<file path="src/rtl/frame_fwd_ctrl.sv">
// ============================================================================
// Module   : frame_fwd_ctrl
// Purpose  : Store-and-forward scheduler between MAC RX, byte FIFO and MAC TX.
// Revision : 1.0 - initial release
// ============================================================================
`default_nettype none

module frame_fwd_ctrl #(
    parameter int DEPTH_LOG2 = 11,
    parameter int LENQ_LOG2  = 2,
    parameter int MIN_LEN    = 64,
    parameter int MAX_LEN    = 1518,
    parameter int IFG_CYCLES = 12
) (
    input  logic                 clk,
    input  logic                 rst,
    input  logic                 rx_valid,
    input  logic                 rx_last,
    input  logic                 rx_err,
    input  logic                 fifo_full,
    output logic                 fifo_write,
    output logic                 fifo_read,
    output logic                 fifo_clr,
    input  logic                 tx_mac_ready,
    output logic                 tx_mac_valid,
    output logic                 tx_mac_last,
    output logic [LENQ_LOG2:0]   frames_pending,
    output logic [15:0]          drop_count,
    output logic [15:0]          bad_count
);

    localparam int c_LEN_W     = DEPTH_LOG2;
    localparam int c_OCC_W     = DEPTH_LOG2 + 1;
    localparam int c_LENQ_SIZE = 1 << LENQ_LOG2;

    localparam logic [c_OCC_W-1:0]   c_FIFO_SIZE = c_OCC_W'(1 << DEPTH_LOG2);
    localparam logic [c_OCC_W-1:0]   c_MAX_OCC   = c_OCC_W'(MAX_LEN);
    localparam logic [c_OCC_W-1:0]   c_OCC_ONE   = c_OCC_W'(1);
    localparam logic [c_LEN_W-1:0]   c_MAX_LEN   = c_LEN_W'(MAX_LEN);
    localparam logic [c_LEN_W-1:0]   c_MIN_LEN   = c_LEN_W'(MIN_LEN);
    localparam logic [c_LEN_W-1:0]   c_LEN_ONE   = c_LEN_W'(1);
    localparam logic [c_LEN_W-1:0]   c_IFG       = c_LEN_W'(IFG_CYCLES);
    localparam logic [LENQ_LOG2-1:0] c_PTR_ONE   = LENQ_LOG2'(1);
    localparam logic [LENQ_LOG2:0]   c_PEND_ONE  = (LENQ_LOG2 + 1)'(1);
    localparam logic [LENQ_LOG2:0]   c_PEND_FULL = (LENQ_LOG2 + 1)'(c_LENQ_SIZE);
    localparam logic [15:0]          c_CNT_MAX   = 16'hFFFF;

    typedef enum logic [1:0] {
        RX_IDLE  = 2'd0,
        RX_STORE = 2'd1,
        RX_DROP  = 2'd2
    } rx_state_t;

    typedef enum logic [1:0] {
        TX_IDLE  = 2'd0,
        TX_SEND  = 2'd1,
        TX_DRAIN = 2'd2,
        TX_IFG   = 2'd3
    } tx_state_t;

    rx_state_t              rx_state_q, rx_state_d;
    tx_state_t              tx_state_q, tx_state_d;
    logic [c_LEN_W-1:0]     len_q, len_d;
    logic                   bad_q, bad_d;
    logic [c_OCC_W-1:0]     occ_q, occ_d;
    logic [c_LEN_W-1:0]     cnt_q, cnt_d;
    logic [c_LEN_W:0]       lenq_q [c_LENQ_SIZE];
    logic [c_LEN_W:0]       lenq_d [c_LENQ_SIZE];
    logic [LENQ_LOG2-1:0]   wr_ptr_q, wr_ptr_d, rd_ptr_q, rd_ptr_d;
    logic [LENQ_LOG2:0]     pend_q, pend_d;
    logic                   tx_valid_q, tx_valid_d, tx_last_q, tx_last_d;
    logic [15:0]            drop_cnt_q, drop_cnt_d, bad_cnt_q, bad_cnt_d;

    logic                   w_write, w_read, w_push, w_pop, w_admit, w_wr_ok;
    logic [c_OCC_W-1:0]     w_free;
    logic [c_LEN_W:0]       w_push_desc, w_head;
    logic [c_LEN_W-1:0]     w_len_fin;
    logic                   w_bad_fin;

    assign w_free  = c_FIFO_SIZE - occ_q;
    // Room for a worst-case frame is reserved up front so an admitted frame never overflows.
    assign w_admit = (w_free >= c_MAX_OCC) && (pend_q != c_PEND_FULL);
    assign w_head  = lenq_q[rd_ptr_q];

    always_comb begin
        rx_state_d  = rx_state_q;
        len_d       = len_q;
        bad_d       = bad_q;
        drop_cnt_d  = drop_cnt_q;
        w_write     = 1'b0;
        w_push      = 1'b0;
        w_push_desc = '0;
        w_wr_ok     = 1'b0;
        w_len_fin   = len_q;
        w_bad_fin   = bad_q;
        case (rx_state_q)
            RX_IDLE: begin
                if (rx_valid) begin
                    if (w_admit) begin
                        w_write    = 1'b1;
                        len_d      = c_LEN_ONE;
                        bad_d      = rx_err;
                        rx_state_d = RX_STORE;
                        if (rx_last) begin
                            w_push      = 1'b1;
                            w_push_desc = {rx_err | (c_LEN_ONE < c_MIN_LEN), c_LEN_ONE};
                            rx_state_d  = RX_IDLE;
                        end
                    end else begin
                        if (drop_cnt_q != c_CNT_MAX) drop_cnt_d = drop_cnt_q + 16'd1;
                        rx_state_d = rx_last ? RX_IDLE : RX_DROP;
                    end
                end
            end
            RX_STORE: begin
                if (rx_valid) begin
                    w_wr_ok   = (len_q != c_MAX_LEN) && !fifo_full;
                    w_write   = w_wr_ok;
                    w_len_fin = w_wr_ok ? (len_q + c_LEN_ONE) : len_q;
                    w_bad_fin = bad_q | !w_wr_ok | rx_err;
                    len_d     = w_len_fin;
                    bad_d     = w_bad_fin;
                    if (rx_last) begin
                        w_push      = 1'b1;
                        w_push_desc = {w_bad_fin | (w_len_fin < c_MIN_LEN), w_len_fin};
                        rx_state_d  = RX_IDLE;
                    end
                end
            end
            RX_DROP: begin
                if (rx_valid && rx_last) rx_state_d = RX_IDLE;
            end
            default: rx_state_d = RX_IDLE;
        endcase
    end

    always_comb begin
        tx_state_d = tx_state_q;
        cnt_d      = cnt_q;
        bad_cnt_d  = bad_cnt_q;
        w_pop      = 1'b0;
        w_read     = 1'b0;
        tx_valid_d = 1'b0;
        tx_last_d  = 1'b0;
        case (tx_state_q)
            TX_IDLE: begin
                if (pend_q != '0) begin
                    if (w_head[c_LEN_W]) begin
                        w_pop      = 1'b1;
                        cnt_d      = w_head[c_LEN_W-1:0];
                        tx_state_d = TX_DRAIN;
                        if (bad_cnt_q != c_CNT_MAX) bad_cnt_d = bad_cnt_q + 16'd1;
                    end else if (tx_mac_ready) begin
                        w_pop      = 1'b1;
                        cnt_d      = w_head[c_LEN_W-1:0];
                        tx_state_d = TX_SEND;
                    end
                end
            end
            TX_SEND: begin
                // FIFO data lags the read by one cycle, so valid/last are registered copies.
                w_read     = 1'b1;
                tx_valid_d = 1'b1;
                tx_last_d  = (cnt_q == c_LEN_ONE);
                cnt_d      = cnt_q - c_LEN_ONE;
                if (cnt_q == c_LEN_ONE) begin
                    cnt_d      = c_IFG;
                    tx_state_d = (IFG_CYCLES == 0) ? TX_IDLE : TX_IFG;
                end
            end
            TX_DRAIN: begin
                w_read = 1'b1;
                cnt_d  = cnt_q - c_LEN_ONE;
                if (cnt_q == c_LEN_ONE) tx_state_d = TX_IDLE;
            end
            TX_IFG: begin
                cnt_d = cnt_q - c_LEN_ONE;
                if (cnt_q == c_LEN_ONE) tx_state_d = TX_IDLE;
            end
            default: tx_state_d = TX_IDLE;
        endcase
    end

    always_comb begin
        occ_d = occ_q;
        case ({w_write, w_read})
            2'b10:   occ_d = occ_q + c_OCC_ONE;
            2'b01:   occ_d = occ_q - c_OCC_ONE;
            default: occ_d = occ_q;
        endcase
        lenq_d   = lenq_q;
        wr_ptr_d = wr_ptr_q;
        rd_ptr_d = rd_ptr_q;
        if (w_push) begin
            lenq_d[wr_ptr_q] = w_push_desc;
            wr_ptr_d         = wr_ptr_q + c_PTR_ONE;
        end
        if (w_pop) rd_ptr_d = rd_ptr_q + c_PTR_ONE;
        pend_d = pend_q;
        case ({w_push, w_pop})
            2'b10:   pend_d = pend_q + c_PEND_ONE;
            2'b01:   pend_d = pend_q - c_PEND_ONE;
            default: pend_d = pend_q;
        endcase
    end

    always_ff @(posedge clk) begin
        if (rst) begin
            rx_state_q <= RX_IDLE;
            tx_state_q <= TX_IDLE;
            len_q      <= '0;
            bad_q      <= 1'b0;
            occ_q      <= '0;
            cnt_q      <= '0;
            lenq_q     <= '{default: '0};
            wr_ptr_q   <= '0;
            rd_ptr_q   <= '0;
            pend_q     <= '0;
            tx_valid_q <= 1'b0;
            tx_last_q  <= 1'b0;
            drop_cnt_q <= '0;
            bad_cnt_q  <= '0;
        end else begin
            rx_state_q <= rx_state_d;
            tx_state_q <= tx_state_d;
            len_q      <= len_d;
            bad_q      <= bad_d;
            occ_q      <= occ_d;
            cnt_q      <= cnt_d;
            lenq_q     <= lenq_d;
            wr_ptr_q   <= wr_ptr_d;
            rd_ptr_q   <= rd_ptr_d;
            pend_q     <= pend_d;
            tx_valid_q <= tx_valid_d;
            tx_last_q  <= tx_last_d;
            drop_cnt_q <= drop_cnt_d;
            bad_cnt_q  <= bad_cnt_d;
        end
    end

    assign fifo_clr       = rst;
    assign fifo_write     = w_write & ~rst;
    assign fifo_read      = w_read & ~rst;
    assign tx_mac_valid   = tx_valid_q;
    assign tx_mac_last    = tx_last_q;
    assign frames_pending = pend_q;
    assign drop_count     = drop_cnt_q;
    assign bad_count      = bad_cnt_q;

endmodule

`default_nettype wire

</file>
<file path="config.mk">
export PLATFORM = sky130hd
export DESIGN_NAME = frame_fwd_ctrl
export DESIGN_NICKNAME = d
export VERILOG_FILES = /design/src/rtl/frame_fwd_ctrl.sv
export SDC_FILE = /design/constraint.sdc
export NUM_CORES = 1
export LEC_CHECK = 0
export CAP_MARGIN = 10
export CORE_MARGIN = 5
export CORE_UTILIZATION = 35
export DETAILED_ROUTE_END_ITERATION = 7
export GPL_TIMING_DRIVEN = 0
export SETUP_SLACK_MARGIN = 0.2
export SLEW_MARGIN = 20
export SYNTH_ARGS = -nofsm -noshare
export SYNTH_HDL_FRONTEND = slang
export SYNTH_SLANG_ARGS = --single-unit
</file>
<file path="constraint.sdc">
create_clock -name clk -period 4.02 [get_ports clk]
set_clock_uncertainty 0.1 [all_clocks]
set_input_delay 0.804 -clock clk [delete_from_list [all_inputs] [get_ports clk]]
set_output_delay 0.804 -clock clk [all_outputs]
set_load 0.005 [all_outputs]
</file>
* Yosys cells after proc, flatten, opt, wreduce, memory -nomap -nowiden
Cells that the tools add are included.
** Storage, ports and cells
- Flip-flop bits (word level) :: 128
- Input bits :: 7
- Output and inout bits :: 40
- Word-level logic and storage cells :: 144
** Operators by class
- $add $sub $neg :: 11
- Order comparisons :: 5
- Equality and inequality tests :: 23
- Muxes and demuxes :: 57
- Bitwise operators :: 10
- Reduce and logical (&&, ||, !) cells :: 21
** Operators by type and width (count)
- $mux 12 :: 8
- $mux 11 :: 8
- $bwmux 48 :: 1
- $pmux 12 s2 :: 2
- $pmux 11 s3 :: 1
- $add 16x1->16 const B :: 2
- $ne 16x16->1 const B :: 2
- $bmux 12 s2 :: 1
- $demux 12 s2 :: 1
- $mux 2 :: 11
- $pmux 11 s2 :: 1
- $reduce_and 4->1 :: 5
- $mux 1 :: 17
- $ne 2x2->1 const B :: 7
- $add 12x1->12 const B :: 1
- $ge 12x11->1 const B :: 1
- $pmux 2 s3 :: 2
- $sub 12x1->12 const B :: 1
- $sub 12x12->12 const A :: 1
- $add 11x1->11 const B :: 1
- $eq 11x1->1 const B :: 1
- $lt 11x7->1 const B :: 1
- $ne 11x11->1 const B :: 1
- $sub 11x1->11 const B :: 1
- 22 further kinds :: 49

* Longest topological paths before layout
Gate-level depths: netlist of the first run.
- Depth in word-level cells :: 10
- Mapped depth :: 18

* Worst setup path after synthesis of the first run
Ideal clock, no wire load.
- Path type :: register to register
- Start point :: reg occ_q[0]
- End point :: reg occ_q[11]
- Setup time :: 128 ps
- Arrival time :: 3829 ps
- Slack :: -36 ps
- Cell stages (with the launch flop) :: 18
- Buffers on the path :: 0
- Clock period less this slack :: 4056 ps
- Path through :: dfxtp_1 inv_1 ha_1 and3b_1 a31oi_1 and4_1 and4b_4 o31a_1 nand2_1 ha_1 ha_1 a211oi_1 o21a_1 nor3_1 o31ai_1 mux2i_1 xnor2_1 nor2_1
** Between the ends
- Cells in the longest elaborated chain, start to end :: 8
- Elaborated cells on any way between the ends :: 12
- Classes of those cells :: add/sub (3); order compare (1); eq/ne (2); mux (4); reduce/logical (2)
** Ends and longest elaborated chain
- start, declared :: line 65 : logic [c_OCC_W-1:0] occ_q, occ_d;
- start signal, assigned :: line 213 : occ_q <= '0;
- start signal, assigned :: line 228 : occ_q <= occ_d;
- $sub 12x12->12 :: line 80 : assign w_free = c_FIFO_SIZE - occ_q;
- $ge 12x11->1 :: line 82 : assign w_admit = (w_free >= c_MAX_OCC) && (pend_q != c_PEND_FULL);
- $logic_and 1x1->1 :: line 82
- $mux 1 :: line 99 : if (w_admit) begin
- $mux 1 :: line 98 : if (rx_valid) begin
- $pmux 1 s2 :: line 96 : case (rx_state_q)
- $eq 2x1->1 / $eq 2x2->1 (equally long branches) :: line 186 : case ({w_write, w_read})
- $pmux 12 s2 / $reduce_bool 2->1 (equally long branches)
Parallel ways exist; a longest one is shown, timed or not.
A chain may end at the register's enable or synchronous reset.

* Final worst setup path of the first run
Same ends and word-level chain as after synthesis.

==> impl_metrics.json, run 1 <==
{
  "status": "finished, final reports clean",
  "crit_type": "reg2reg",
  "timing.max_slew.rel_slack": 0.463,
  "hold_depth": 2,
  "initial_antenna_violation_count": 0,
  "coreArea_mm2": 0.0203,
  "yosys_most_used_dff": "sky130_fd_sc_hd__dfxtp_1",
  "total_inserted_antenna_cells": 0,
  "portBuffers": 46,
  "post_drt_wl_per_cell_um": 16.5,
  "setup.worst_path.end_class": "flop",
  "cpLargestDelayFamily": "simple AND/OR/NAND/NOR gates",
  "fp.dieH_um": 154,
  "area_delta_synth_final_pct": 22.6,
  "grt_pass1_wl_um": 33200,
  "mappedNetlistNets": 909,
  "cts.sink_count": 128,
  "grtUsageTotal": 0.169,
  "cp.required_ns": 4.20,
  "fp.dieArea_mm2": 0.0237,
  "max_slew.worst_pin.slew_ns": 0.806,
  "number_of_global_route_vias_before_repair": 6522,
  "i_o_pin_cnt": 47,
  "worst_skew_pair.late_latency_ns": 0.42,
  "worst-r2r-setup-slack_ns": 0.22,
  "critical_path_launch_point_type": "flop",
  "grt_setup_unrepaired": "true",
  "power_density_mw_per_mm2": 650,
  "rr_endpoint": "occ_q[11]",
  "vias_per_cell": 5.50,
  "synth_most_common_cell": "sky130_fd_sc_hd__dfxtp_1",
  "peakVddDrop_mv": 0.340,
  "std_cell_rows": 52,
  "layout.nets": 982,
  "switching_share_of_power": 0.404,
  "cts_max_level": 4,
  "clock_tree.buffer_depth": 2,
  "detailedPlacementHpwl_um": 14400,
  "setup_violations": 0,
  "drc": 0,
  "tns_ns": 0,
  "seq_power_share": 0.276,
  "die_x_um": 154,
  "number_of_design_rule_violations_left_by_the_first_detailed_router_iteration": 321,
  "p_leak_uw": 0.00300,
  "synth-edff-count": 0,
  "synth_area_leaders": "sky130_fd_sc_hd__dfxtp_1, sky130_fd_sc_hd__a21oi_1, sky130_fd_sc_hd__ha_1",
  "grt-ovfl-total": 0,
  "synth.cell_area_mm2": 0.00726,
  "firstDrtPassIters": 4,
  "clkPwrFrac": 0.275,
  "max_cap_viol_count": 0,
  "clockRootBuffer": "sky130_fd_sc_hd__clkbuf_16",
  "power_switching_uw": 2340,
  "netlist_instances": 872,
  "cp_slowest_cell": "sky130_fd_sc_hd__or3_4",
  "ys_warn_count": 0,
  "cell_internal_pwr_uw": 3450,
  "syn-mean-instance-area_um2": 8.32,
  "detail_route.wirelength_um": 20200,
  "min_period_over_period": 0.944,
  "crit_chain": "or3_4 > a31oi_4 > and4_1 > and4b_4 > o31a_1 > nand2_4 > ha_4 > buf_4 > buf_4 > ha_4 > and2_1 > a31o_4 > o31ai_4 > mux2i_1 > xnor2_1 > nor2_1",
  "grt_start_max_net_pins": 17,
  "synth_sequential_area_ratio": 0.353,
  "final-hold-violation-count": 0,
  "tritoncts_clock_tree": "yes",
  "final-max-slew-violation-count": 0,
  "min_from": "lenq_q[24]",
  "post-synth-top-area-cell": "sky130_fd_sc_hd__dfxtp_1",
  "distinct_cells_synth": 71,
  "post-route-min-period_ns": 3.80,
  "vias": 6737,
  "fmaxAchievable_ghz": 0.263,
  "async_flop_share": 0,
  "clk_transition_reported_paths_ns": 0.05,
  "timing.critical_path.depth": 16,
  "ys_ff_latch": 128,
  "cpPeakStageDelay_ns": 0.43,
  "worstPathArrival_ns": 3.97,
  "critical_path_peak_fanout": 6,
  "worstPathBufferInverterCount": 2,
  "timing.hold.worst_endpoint": "lenq_q[24]",
  "holdWs_ns": 0.353,
  "drive_gt1_frac": 0.103,
  "min-delay-path-class": "reg2reg",
  "synth_top_cells_by_count": "sky130_fd_sc_hd__dfxtp_1, sky130_fd_sc_hd__a21oi_1, sky130_fd_sc_hd__nor2_1",
  "cts_made_buffers": 17,
  "reg2reg_from": "occ_q[0]",
  "finalWeightedCongestion": 0.830,
  "cts.hold.buffers_added": 0,
  "r2r_cells": 16,
  "combPwrFrac": 0.450,
  "floorplan.initialDensity": 0.358,
  "yosysTopAreaCellShare": 0.353,
  "route.antenna.remaining_nets": 0
}
-- area by class of cell --
| class | count | area, um^2 |
|---|---|---|
| Tap cell | 270 | 338 |
| Buffer | 56 | 235 |
| Multi-Input combinational cell | 655 | 4510 |
| Clock buffer | 22 | 484 |
| Timing Repair Buffer | 54 | 523 |
| Fill cell | 2037 | 11400 |
| Clock inverter | 6 | 108 |
| Sequential cell | 128 | 2570 |
| Inverter | 33 | 126 |
-- sequential cells by signal, indices dropped and copies added, names as in the netlist --
signal,flops
len_q,11
tx_state_q,2
lenq_q,48
bad_count,16
drop_count,16
rd_ptr_q,2
wr_ptr_q,2
rx_state_q,2
bad_q,1
tx_mac_last,1
frames_pending,3
occ_q,12
tx_mac_valid,1
cnt_q,11
-- cell usage in the layout (no fill, tap or decap), types with 8 or more instances in the layout --
cell type,n
sky130_fd_sc_hd__xnor2_1,21
sky130_fd_sc_hd__o31ai_1,9
sky130_fd_sc_hd__o21ai_0,21
sky130_fd_sc_hd__clkbuf_1,45
sky130_fd_sc_hd__ha_1,22
sky130_fd_sc_hd__mux4_2,12
sky130_fd_sc_hd__a21oi_1,82
sky130_fd_sc_hd__clkbuf_16,17
sky130_fd_sc_hd__nand3_1,55
sky130_fd_sc_hd__nand4_1,56
sky130_fd_sc_hd__xor2_1,13
sky130_fd_sc_hd__nand2_1,52
sky130_fd_sc_hd__dfxtp_1,124
sky130_fd_sc_hd__or3_1,9
sky130_fd_sc_hd__nor2_1,76
sky130_fd_sc_hd__or2_2,8
sky130_fd_sc_hd__nor3_1,24
sky130_fd_sc_hd__nand3b_1,22
sky130_fd_sc_hd__clkdlybuf4s50_1,45
sky130_fd_sc_hd__inv_1,29
sky130_fd_sc_hd__buf_4,9
sky130_fd_sc_hd__and2_1,9
sky130_fd_sc_hd__nor2b_1,11
sky130_fd_sc_hd__mux2i_1,11
-- worst max-delay path by stage --
stage	startpoint	endpoint	slack (ns)
2_1_floorplan	occ_q[1]	occ_q[11]	0.21
3_3_place_gp	rx_valid	occ_q[11]	-0.69
3_5_place_dp	rx_valid	occ_q[11]	-0.70
4_1_cts	occ_q[0]	occ_q[11]	0.16
5_1_grt	occ_q[6]	occ_q[11]	0.003
6_report	occ_q[0]	occ_q[11]	0.22
-- power by group through the flow --
| stage | registers [uW] | clock network, uW | logic [uW] |
|---|---|---|---|
| 3_5_place_dp | 1590 | 0 | 2360 |
| 4_1_cts | 1580 | 1610 | 2470 |
| 2_1_floorplan | 1550 | 0 | 1760 |
| 5_1_grt | 1620 | 1660 | 2860 |
| 6_report | 1590 | 1590 | 2600 |
| 3_3_place_gp | 1590 | 0 | 2350 |
-- timing repair --
item | 4_1_cts | 5_1_grt
resized for setup | 15 | 30
pin swaps | 4 | 12
endpoints found under the setup margin | 13 | 8
buffers inserted | 4 | 4
-- metal layers --
layer,GRT usage,wire length [um],vias to the layer above
met5,0,0,-
met4,0.0391,214,0
met3,0.0357,967,18
met2,0.269,9190,150
met1,0.235,9810,3191
li1,-,-,3378
-- per-stage QoR --
stage | util | total power (uW) | std cells | area, um^2 | setup WS, ns
2_1_floorplan | - | 3310 | 872 | 7280 | 0.215
3_3_place_gp | 0.398 | 3940 | 1188 | 8080 | -0.692
3_5_place_dp | 0.398 | 3960 | 1188 | 8080 | -0.696
4_1_cts | 0.431 | 5660 | 1220 | 8750 | 0.158
5_1_grt | 0.438 | 6150 | 1224 | 8900 | 0.00344
6_report | 0.438 | 5790 | 1224 | 8900 | 0.223
-- logic make-up after synthesis --
| logic type | share of synthesized area |
|---|---|
| AND/OR/NAND/NOR | 0.278 |
| AO/OA/AOI/OAI | 0.167 |
| buffers and inverters | 0.0483 |
| XOR/XNOR | 0.0410 |
| adder cells (fa/ha/maj) | 0.0538 |
| multiplexers | 0.0586 |
| flip-flops | 0.353 |
-- worst reg2reg max path: cells and delay by family (launching register included) --
family	cells	cell delay, ns
AO/OA/AOI/OAI	4	0.89
multiplexers	1	0.24
buffers and inverters	2	0.32
adder cells (fa/ha/maj)	2	0.36
flip-flops	1	0.38
XOR/XNOR	1	0.14
AND/OR/NAND/NOR	6	1.25
Power figures use the tool's default switching activity.
==> inputs of run 2 (changes only) <==
--- a/config.mk
+++ b/config.mk
@@ -7,11 +7,11 @@
 export LEC_CHECK = 0
 export CAP_MARGIN = 10
 export CORE_MARGIN = 5
-export CORE_UTILIZATION = 35
+export CORE_UTILIZATION = 40
 export DETAILED_ROUTE_END_ITERATION = 7
 export GPL_TIMING_DRIVEN = 0
 export SETUP_SLACK_MARGIN = 0.2
-export SLEW_MARGIN = 20
+export SLEW_MARGIN = 15
 export SYNTH_ARGS = -nofsm -noshare
 export SYNTH_HDL_FRONTEND = slang
 export SYNTH_SLANG_ARGS = --single-unit
==> impl_metrics.json, run 2 (synthesis gave the netlist of run 1 again) <==
{
  "status": "finished, final reports clean",
  "registers.top_by_ff_count": "lenq_q",
  "clk_transition_reported_paths_ns": 0.06,
  "min_from": "lenq_q[24]",
  "coreArea_mm2": 0.0179,
  "grtUsageTotal": 0.193,
  "cp.required_ns": 4.20,
  "timing.hold.worst_endpoint": "lenq_q[24]",
  "cts_made_buffers": 17,
  "final_design_instance_area_without_fill_mm2": 0.00903,
  "critical_path_peak_fanout": 7,
  "grt_start_max_net_pins": 17,
  "vias_per_cell": 5.68,
  "min_period_over_period": 0.929,
  "crit_type": "reg2reg",
  "i_o_pin_cnt": 47,
  "worst_skew_pair.late_latency_ns": 0.42,
  "grt-ovfl-total": 0,
  "initial_antenna_violation_count": 0,
  "layout.nets": 990,
  "grt_setup_unrepaired": "true",
  "worstPathArrival_ns": 3.91,
  "clock_tree.buffer_depth": 2,
  "std_cell_rows": 49,
  "setup_violations": 0,
  "grt_pass1_wl_um": 32300,
  "cts.sink_count": 128,
  "clockRootBuffer": "sky130_fd_sc_hd__clkbuf_16",
  "floorplan.initialDensity": 0.405,
  "fp.dieArea_mm2": 0.0209,
  "number_of_global_route_vias_before_repair": 6346,
  "max_cap_viol_count": 0,
  "route.antenna.remaining_nets": 0,
  "final_util": 0.505,
  "drive_gt1_frac": 0.127,
  "post-route-min-period_ns": 3.74,
  "max_slew.worst_pin.slew_ns": 0.805,
  "power_density_mw_per_mm2": 661,
  "total_inserted_antenna_cells": 0,
  "portBuffers": 46,
  "reg2reg_from": "occ_q[1]",
  "peakVddDrop_mv": 0.368,
  "final-hold-violation-count": 0,
  "cts_max_level": 4,
  "detail_route.wirelength_um": 20100,
  "number_of_design_rule_violations_left_by_the_first_detailed_router_iteration": 283,
  "min-delay-path-class": "reg2reg",
  "largest_reg_flops": 48,
  "fp.dieH_um": 145,
  "setup.worst_path.end_class": "flop",
  "finalWeightedCongestion": 0.820,
  "tritoncts_clock_tree": "yes",
  "detailedPlacementHpwl_um": 14300,
  "vias": 6789,
  "area_delta_synth_final_pct": 24.5,
  "placed_cell_area_mm2": 0.00802,
  "layout_common_cells": "sky130_fd_sc_hd__dfxtp_1, sky130_fd_sc_hd__a21oi_1, sky130_fd_sc_hd__nor2_1",
  "r2r_cells": 16,
  "fill_cells": 1732,
  "drc": 0,
  "post_drt_wl_per_cell_um": 16.8,
  "rr_endpoint": "occ_q[11]",
  "final-max-slew-violation-count": 0,
  "worst-r2r-setup-slack_ns": 0.28,
  "critical_path_launch_point_type": "flop",
  "die_x_um": 145,
  "timing.max_slew.rel_slack": 0.464,
  "layout.cells.most_common": "sky130_fd_sc_hd__dfxtp_1",
  "fmaxAchievable_ghz": 0.268,
  "hold_depth": 2,
  "firstDrtPassIters": 5,
  "p_leak_uw": 0.00305
}
==> run 2: cell types whose count changed in the layout (fill, tap and decap cells not counted), sizes merged <==
cell / previous run / this run
clkinv: 4 / 7
buf: 20 / 28
clkinvlp: 1 / 2
==> run 2: final cells by class <==
type                       count  area (um^2)  share of cell area
timing repair buffer          62          587              0.0650
inverter                      33          129              0.0143
tap                          229          287              0.0317
sequential                   128         2580               0.286
clock buffer                  22          474              0.0525
clock inverter                10          134              0.0148
multi-input combinational    655         4610               0.510
buffer                        56          238              0.0263
==> run 2: worst max path at each step <==
| stage | from | to | slack [ns] | depth (start not counted) |
|---|---|---|---|---|
| 6_report | occ_q[1] | occ_q[11] | 0.28 | 16 |
| 5_1_grt | occ_q[6] | occ_q[11] | 0.10 | 15 |
| 4_1_cts | occ_q[2] | occ_q[11] | 0.14 | 16 |
| 3_5_place_dp | rx_valid | occ_q[11] | -0.77 | 14 |
| 3_3_place_gp | rx_valid | occ_q[11] | -0.71 | 14 |
| 2_1_floorplan | occ_q[1] | occ_q[11] | 0.21 | 17 |
==> run 2: stage by stage <==
| step | std cells | total power [uW] | setup WS (ns) | setup TNS [ns] | hold WS [ns] |
|---|---|---|---|---|---|
| after global placement | 1147 | 3950 | -0.710 | -4.00 | 0.346 |
| after CTS | 1184 | 5660 | 0.144 | 0 | 0.359 |
| final | 1195 | 5970 | 0.283 | 0 | 0.355 |
| after detailed placement | 1147 | 3970 | -0.769 | -4.53 | 0.347 |
| after global routing | 1195 | 6340 | 0.100 | 0 | 0.369 |
| after floorplan | 872 | 3310 | 0.215 | 0 | 0.328 |
==> run 2: worst max-delay path, stage by stage (launching register included) <==
cell and delay [ns]:
sky130_fd_sc_hd__dfxtp_4 0.38, sky130_fd_sc_hd__or3_4 0.44, sky130_fd_sc_hd__a31oi_4 0.17, sky130_fd_sc_hd__and4_1 0.19, sky130_fd_sc_hd__and4b_4 0.27, sky130_fd_sc_hd__o31a_1 0.21
sky130_fd_sc_hd__nand2_4 0.11, sky130_fd_sc_hd__ha_4 0.23, sky130_fd_sc_hd__buf_4 0.16, sky130_fd_sc_hd__buf_4 0.15, sky130_fd_sc_hd__ha_4 0.16, sky130_fd_sc_hd__and2_4 0.16
sky130_fd_sc_hd__a31o_4 0.21, sky130_fd_sc_hd__o31ai_4 0.18, sky130_fd_sc_hd__mux2i_1 0.24, sky130_fd_sc_hd__xnor2_1 0.15, sky130_fd_sc_hd__nor2_1 0.06
==> run 2: per-layer routing <==
layer | share of wire | global-route usage | vias to the layer above
li1 | - | - | 3399
met1 | 0.49 | 0.270 | 3219
met2 | 0.46 | 0.308 | 146
met3 | 0.045 | 0.0345 | 25
met4 | 0.013 | 0.0545 | 0
met5 | 0 | 0 | -
==> run 2: timing repair <==
action                                  CTS  global route
hold buffers                              0             0
endpoints found under the setup margin   13             8
resized for setup                        16            51
buffers inserted                          5            11
pin swaps                                 3            20
gates cloned                              0             0
==> run 2: power breakdown <==
group          internal (uW)  switching, uW  total, uW  leakage, uW
sequential              1410            180       1590      0.00104
combinational           1110           1660       2770      0.00172
clock                   1020            581       1600     0.000296
